[config.mk]
export PLATFORM = sky130hd
export DESIGN_NAME = traffic_rr_ctrl
export DESIGN_NICKNAME = d
export VERILOG_FILES = /design/src/rtl/traffic_rr_ctrl.sv
export SDC_FILE = /design/constraint.sdc
export NUM_CORES = 1
export LEC_CHECK = 0
export CORE_MARGIN = 10
export CORE_UTILIZATION = 44
export CTS_BUF_LIST = sky130_fd_sc_hd__clkbuf_4
export DETAILED_ROUTE_END_ITERATION = 16
export PLACE_DENSITY = 0.65
export SLEW_MARGIN = 5
export SYNTH_ARGS = -nofsm -noshare
export SYNTH_HDL_FRONTEND = slang
export SYNTH_SLANG_ARGS = --single-unit
[constraint.sdc]
create_clock -name clk -period 2.5 [get_ports clk]
set_input_delay 0.75 -clock clk [delete_from_list [all_inputs] [get_ports clk]]
set_output_delay 0.75 -clock clk [all_outputs]
set_load 0.05 [all_outputs]
[src/rtl/traffic_rr_ctrl.sv]
// ---------------------------------------------------------------------------
// traffic_rr_ctrl
//   N-approach traffic-light controller. Approaches are granted green in
//   round-robin order among those whose (debounced) sensor is requesting.
//   Each grant walks GREEN -> YELLOW -> ALLRED. At most one approach is
//   non-red at any time.
//
//   A green phase only ends when some other approach is waiting. It then ends
//   once the minimum green has elapsed and the own sensor has dropped, or
//   unconditionally once the maximum green has elapsed.
//
// Ports
//   clk       clock
//   rst       synchronous reset, active-high
//   sens_i    per-approach request level, sampled every rising edge
//   green_o   green lamps, one-hot or zero
//   yel_o     yellow lamps, one-hot or zero
//   red_o     red lamps, always ~(green_o | yel_o)
//   active_o  approach currently being served, or the one last served
//   busy_o    high whenever the controller is not idle
//
// All outputs are registered and are updated in the same always_ff as the
// state, so every lamp changes on the edge where the phase changes.
// ---------------------------------------------------------------------------
module traffic_rr_ctrl #(
    parameter int NUM_DIR = 4,
    parameter int GRN_MIN = 20,
    parameter int GRN_MAX = 60,
    parameter int YEL_CYC = 6,
    parameter int RED_CLR = 2
) (
    input  logic                       clk,
    input  logic                       rst,
    input  logic [NUM_DIR-1:0]         sens_i,
    output logic [NUM_DIR-1:0]         green_o,
    output logic [NUM_DIR-1:0]         yel_o,
    output logic [NUM_DIR-1:0]         red_o,
    output logic [$clog2(NUM_DIR)-1:0] active_o,
    output logic                       busy_o
);

    localparam int AW   = $clog2(NUM_DIR);
    localparam int CMAX = (GRN_MAX > YEL_CYC) ?
                          ((GRN_MAX > RED_CLR) ? GRN_MAX : RED_CLR) :
                          ((YEL_CYC > RED_CLR) ? YEL_CYC : RED_CLR);
    localparam int CW   = $clog2(CMAX + 1);

    localparam logic [CW-1:0] C_GMIN = CW'(GRN_MIN);
    localparam logic [CW-1:0] C_GMAX = CW'(GRN_MAX);
    localparam logic [CW-1:0] C_YEL  = CW'(YEL_CYC);
    localparam logic [CW-1:0] C_RED  = CW'(RED_CLR);
    localparam logic [CW-1:0] C_ONE  = CW'(1);

    typedef enum logic [1:0] {
        ST_IDLE   = 2'd0,
        ST_GREEN  = 2'd1,
        ST_YELLOW = 2'd2,
        ST_ALLRED = 2'd3
    } state_t;

    state_t          state;
    logic [CW-1:0]   cnt;       // cycles spent in the current phase, incl. this one
    logic [AW-1:0]   ptr;       // round-robin search start

    logic [NUM_DIR-1:0] act_oh;
    logic [NUM_DIR-1:0] pick_oh;
    logic [AW-1:0]      nxt_ptr;
    logic [AW-1:0]      pick_idx;
    logic               pick_hit;
    logic               other_req;
    logic               leave_green;

    // First requesting approach at or after 'start', wrapping at NUM_DIR.
    // The loop runs backwards so the smallest offset is the last to assign
    // and therefore wins. Result MSB is the hit flag.
    function automatic logic [AW:0] rr_pick(input logic [NUM_DIR-1:0] req,
                                            input logic [AW-1:0]      start);
        logic [AW:0]   res;
        logic [AW-1:0] sel;
        int            idx;
        res = '0;
        for (int k = NUM_DIR - 1; k >= 0; k--) begin
            idx = (int'(start) + k) % NUM_DIR;
            sel = AW'(idx);
            if (req[sel]) begin
                res = {1'b1, sel};
            end
        end
        return res;
    endfunction

    always_comb begin
        act_oh              = NUM_DIR'(1) << active_o;
        {pick_hit, pick_idx} = rr_pick(sens_i, ptr);
        pick_oh             = NUM_DIR'(1) << pick_idx;
        nxt_ptr             = (active_o == AW'(NUM_DIR - 1)) ? '0 : active_o + AW'(1);
        other_req           = |(sens_i & ~act_oh);
        leave_green         = other_req &&
                              (((cnt >= C_GMIN) && !sens_i[active_o]) || (cnt >= C_GMAX));
    end

    always_ff @(posedge clk) begin
        if (rst) begin
            state    <= ST_IDLE;
            cnt      <= '0;
            ptr      <= '0;
            active_o <= '0;
            green_o  <= '0;
            yel_o    <= '0;
            red_o    <= '1;
            busy_o   <= 1'b0;
        end else begin
            case (state)
                ST_IDLE: begin
                    if (pick_hit) begin
                        state    <= ST_GREEN;
                        cnt      <= C_ONE;
                        active_o <= pick_idx;
                        green_o  <= pick_oh;
                        red_o    <= ~pick_oh;
                        busy_o   <= 1'b1;
                    end
                end

                ST_GREEN: begin
                    if (leave_green) begin
                        state   <= ST_YELLOW;
                        cnt     <= C_ONE;
                        green_o <= '0;
                        yel_o   <= act_oh;
                    end else if (cnt < C_GMAX) begin
                        // saturates so an uncontended green can last forever
                        cnt <= cnt + C_ONE;
                    end
                end

                ST_YELLOW: begin
                    if (cnt >= C_YEL) begin
                        state <= ST_ALLRED;
                        cnt   <= C_ONE;
                        yel_o <= '0;
                        red_o <= '1;
                        // search for the next grant starts after the one just served
                        ptr   <= nxt_ptr;
                    end else begin
                        cnt <= cnt + C_ONE;
                    end
                end

                ST_ALLRED: begin
                    if (cnt >= C_RED) begin
                        if (pick_hit) begin
                            state    <= ST_GREEN;
                            cnt      <= C_ONE;
                            active_o <= pick_idx;
                            green_o  <= pick_oh;
                            red_o    <= ~pick_oh;
                        end else begin
                            state  <= ST_IDLE;
                            cnt    <= '0;
                            busy_o <= 1'b0;
                        end
                    end else begin
                        cnt <= cnt + C_ONE;
                    end
                end

                default: begin
                    state    <= ST_IDLE;
                    cnt      <= '0;
                    green_o  <= '0;
                    yel_o    <= '0;
                    red_o    <= '1;
                    busy_o   <= 1'b0;
                end
            endcase
        end
    end

endmodule

# After elaboration in Yosys (flattened, before gate mapping)
# Index checks and enable logic that the tools add are counted.
# Widths: inputs -> output; s select.
[classes]
add_sub_neg = 5
magnitude_cmp = 10
eq_ne = 10
n_shift = 2
muxes = 46
n_bitwise = 3
reduce_logical = 18
[ops]
columns = ["cell", "n"]
rows = [
  ["$mux 4", 8],
  ["$mux 6", 5],
  ["$pmux 4 s3", 2],
  ["$pmux 6 s4", 1],
  ["$lt 2x3->1 const B", 5],
  ["$mux 2", 7],
  ["$mux 3", 4],
  ["$bmux 1 s2", 5],
  ["$mux 1", 10],
  ["$ne 2x2->1 const B", 5],
  ["$reduce_and 3->1", 3],
  ["$not 4->4", 2],
  ["$pmux 2 s4", 1],
  ["$pmux 4 s2", 1],
  ["$reduce_and 4->1", 2],
  ["$shl 1x2->4 const A", 2],
  ["$add 6x1->6 const B", 1],
  ["$eq 2x2->1 const B", 3],
  ["$ge 6x2->1 const B", 1],
  ["$ge 6x3->1 const B", 1],
  ["$ge 6x5->1 const B", 1],
  ["$ge 6x6->1 const B", 1],
  ["$lt 6x6->1 const B", 1],
  ["$reduce_and 2->1", 3],
  ["other kinds (14)", 19],
]
[totals]
ff_bits = 25
in_bits = 6
output_inout_bits = 15
word_cells = 102

# Depth between registers and ports, before layout
[logic_depth]
ltp_word = 12
depth_mapped = 7
mapped_depth_nobuf = 7

# Worst setup path before layout
# No wires, ideal clock.
[synth_path]
kind = "reg2reg"
from = "reg active_o[0]"
to = "reg state[1]"
setup_time_ps = 72
arrival_time_ps = 2175
t_required_ps = 2428
path_slack_ps = 254
stages_incl_launch_ff = 8
n_path_buf = 0
cell_sequence = "dfxtp_1 > inv_1 > ha_1 > nand2b_1 > o2111a_2 > o31a_4 > nor3_2 > mux2i_1"
[synth_via]
elab_chain_len = 8
[synth_rtl]
columns = ["item", "line_no", "source"]
rows = [
  ["from (decl)", "38", "output logic [$clog2(NUM_DIR)-1:0] active_o,"],
  ["from (signal assigned)", "118", "active_o <= pick_idx;"],
  ["from (signal assigned)", "155", "active_o <= pick_idx;"],
  ["$bmux 1 s2", "99", "(((cnt >= C_GMIN) && !sens_i[active_o]) || (cnt >= C_GMAX));"],
  ["$mux 1 (not written as such)", "99", ""],
  ["$logic_not 1->1", "99", ""],
  ["$logic_and 1x1->1", "99", ""],
  ["$logic_or 1x1->1", "99", ""],
  ["$logic_and 1x1->1 (*)", "98", "leave_green = other_req &&"],
  ["$ne 2x2->1 (no line) (*)", "--", ""],
  ["$reduce_and 4->1 (no line) (*)", "--", ""],
  ["to (signal assigned)", "104", "state <= ST_IDLE;"],
  ["to (signal assigned)", "116", "state <= ST_GREEN;"],
  ["to (signal assigned)", "127", "state <= ST_YELLOW;"],
  ["to (decl)", "61", "state_t state;"],
]
# Mark *: on every way between the ends. The rest lies on a longest branch, timed or not. The select of a mux whose other input is x is not followed.
# A chain may end at the register's enable or synchronous reset.

# Worst setup path in the final report
[layout_path]
from = "reg active_o[1]"
to = "out active_o[1]"
# No word-level cell between the ends.

==> qor.yml <==
outcome: "complete, no violations"
async_flop_share_pct: 0
grt_busiest_layer: "met2"
routabilityCongestion: 0.8517
grt_pass1_wl_um: 6568
routed-via-count: 1433
post_cts_buffers: 0
ctsLongestPathBuffers: 2
postSynthAreaPerCell_um2: 8.744
worst_slew_pin_slew_ns: 0.5186
synth_ff_type: "dfxtp_1"
wl_um: 3852
tritoncts: "done"
io-pin-count: 21
power_density_mw_per_mm2: 846.7
drive_gt1_share_pct: 15.24
core_area_mm2: 0.003311
final_max_slew_viol_count: 0
critPathCaptureType: "output pin"
vias_per_cell: 5.598
relSlewSlack_pct: 65.32
areaGrowthSynthToFinish_pct: 27.20
grt_overflow: 0
cts_max_level: 1
max_stage_delay_ns: 0.85
antenna_left: 0
start_kind: "register"
use_met2_pct: 23.36
cts_root_buf: "clkbuf_4"
fin_tns_setup_ns: 0
setup-violations-final: 0
period_share_pct: 95.53
drc_errors: 0
drt_iter0_drc: 71
final_util_pct: 57.79
nFillCells: 335
crit_chain: "clkdlybuf4s50_1"
clk_pin_slew_ns: 0.14
gr-usage-met3_pct: 2.620
leakage_nw: 0.7561
cts_inserted_buffers: 3
antenna_found_initial: 0
initial_utilization_pct: 45.43
grt_pass1_vias: 1432
synth_edf_count: 0
drtPass1Iterations: 4
grt_usage_pct: 12.83
cts_sinks: 25
hold_viol_final: 0
grt_max_degree: 16
wire_per_inst_um: 15.05
dp_hpwl_um: 3091
final_nets: 227
cp.arrival_ns: 1.64
placementRows: 21
drv_cap: 0
synth_fp_nets: 188
io_buffer_count: 20
worstPathRequired_ns: 1.75
cts_hold_buf: 0
die_area_mm2: 0.006157
die_w_um: 78.47
synthCells: 172
ys_ff_latch: 25
syn-cell-area_mm2: 0.001504
path_buf_inv: 1
crit_type: "reg -> out"
fmax_ghz: 0.4187
yosysSeqAreaShare_pct: 33.28
ys_types: 47
hold_slack_ns: 0.4919
num_antenna_cells: 0
hold_class: "reg -> reg"
fp.dieH_um: 78.47
total_power_mw: 1.620
slowest_stage: "clkdlybuf4s50_1"
final.min_clock_period_ns: 2.388
yosysWarnings: 0
worstPathMaxFanout: 6
fin_skew_ns: 0.008457
ir_drop_mv: 0.4592
rsz0062_at_grt: "no"
use_met1_pct: 14.32
clock_latency_ns: 0.32
crit_family: "buffers and inverters"
-- worst reg2reg max path, delay by kind of cell, from the launching register on --
kind            cells  cell delay (ns)
compound gates      4             0.99
fa+ha+maj           1             0.23
buf+inv             1             0.11
flops               1             0.51
simple gates        1             0.16
-- per-stage QoR --
stage,cell area (um^2),worst slack (ns),cells
after floorplan,1504,0.2538,172
after detailed placement,1881,-0.1880,252
after global placement,1881,-0.1394,252
after CTS,1911,0.02668,256
after global routing,1913,0.02826,256
final,1913,0.1118,256
-- sequential cells by signal, summed over array words and instances, names as in the netlist --
register	cells
state	2
red_o	4
cnt	6
ptr	2
busy_o	1
active_o	2
yel_o	4
green_o	4
-- cell usage after synthesis, types with 2 or more instances --
| library cell | count | share of area (%) |
|---|---|---|
| a21oi_1 | 15 | 5.0 |
| o21a_1 | 2 | 1.0 |
| ha_1 | 10 | 8.3 |
| nor2_1 | 12 | 3.0 |
| nor3_1 | 9 | 3.0 |
| nand4_1 | 5 | 2.1 |
| o211ai_1 | 3 | 1.5 |
| nand2_1 | 4 | 1.0 |
| a211oi_1 | 4 | 2.0 |
| a22o_1 | 5 | 2.9 |
| inv_1 | 14 | 3.5 |
| o21ai_0 | 12 | 4.0 |
| and3_1 | 2 | 0.83 |
| a221oi_1 | 2 | 1.2 |
| nor4_1 | 2 | 0.83 |
| xor2_1 | 3 | 1.7 |
| o2111ai_1 | 2 | 1.2 |
| mux2i_1 | 4 | 2.7 |
| nand2b_1 | 6 | 2.5 |
| dfxtp_1 | 25 | 33 |
| nor3b_1 | 3 | 1.5 |
| clkbuf_1 | 3 | 0.75 |
-- repair_timing --
| action | in CTS | in global routing |
|---|---|---|
| endpoints found under the hold margin | 0 | 0 |
| resized for setup | 0 | 1 |
| setup endpoints to repair | 0 | 1 |
-- layer usage --
| layer | up-vias | wire length [um] |
|---|---|---|
| li1 | 720 | - |
| met1 | 677 | 1662 |
| met2 | 32 | 1950 |
| met3 | 4 | 188 |
| met4 | 0 | 51 |
| met5 | - | 0 |
-- power by group --
group	switching [mW]	internal, mW
logic	0.547	0.371
registers	0.0549	0.460
clock network	0.125	0.0612
-- final cells by class --
type | instances | area (um^2) | area share (%)
inverters | 14 | 52.55 | 2.747
clock inverters | 1 | 7.507 | 0.3924
well taps | 46 | 57.56 | 3.009
clock buffers | 3 | 22.52 | 1.177
flip-flops and latches | 25 | 500.5 | 26.16
repair buffers | 38 | 337.8 | 17.66
multi-input cells | 129 | 934.6 | 48.86
-- cell usage in the layout, fill, tap and decap left out, drive strengths merged, types with 2 or more instances in the layout --
cell / n
a21oi: 15
a21boi: 2
o211ai: 3
o21a: 3
mux2i: 4
nor4: 2
and3: 2
o2111ai: 2
ha: 10
xor2: 3
dfxtp: 25
nor3b: 3
and2: 2
nor2: 12
buf: 18
clkdlybuf4s50: 19
o21ai: 13
a221oi: 2
nand2: 4
a211oi: 5
o31ai: 2
clkbuf: 3
nor3: 11
inv: 14
a22o: 5
nand2b: 6
nand4: 5
-- path summary, 6_finish.rpt --
| check | startpoint | to | slack, ns | cells past startpoint |
|---|---|---|---|---|
| setup / recovery | active_o[1] | active_o[1] | 0.11 | 1 |
| hold / removal | yel_o[3] | yel_o[3] | 0.49 | 2 |
| setup reg to reg | active_o[0] | green_o[3] | 0.42 | 7 |
| hold reg to reg | yel_o[3] | yel_o[3] | 0.49 | 2 |
-- kinds of logic (layout without fill, tap and decap cells) --
logic type / Yosys count / in the layout / share of synthesized area, %
adders and majority gates: 11 / 11 / 8.985
DFF: 25 / 25 / 33.28
AOI/OAI and AO/OA: 58 / 58 / 27.54
and+or+nand+nor: 52 / 52 / 19.72
buffers and inverters: 18 / 56 / 4.575
muxes: 5 / 5 / 4.160
xor gates and xnor gates: 3 / 3 / 1.747
Note: power is estimated with default switching activity, not from simulation.
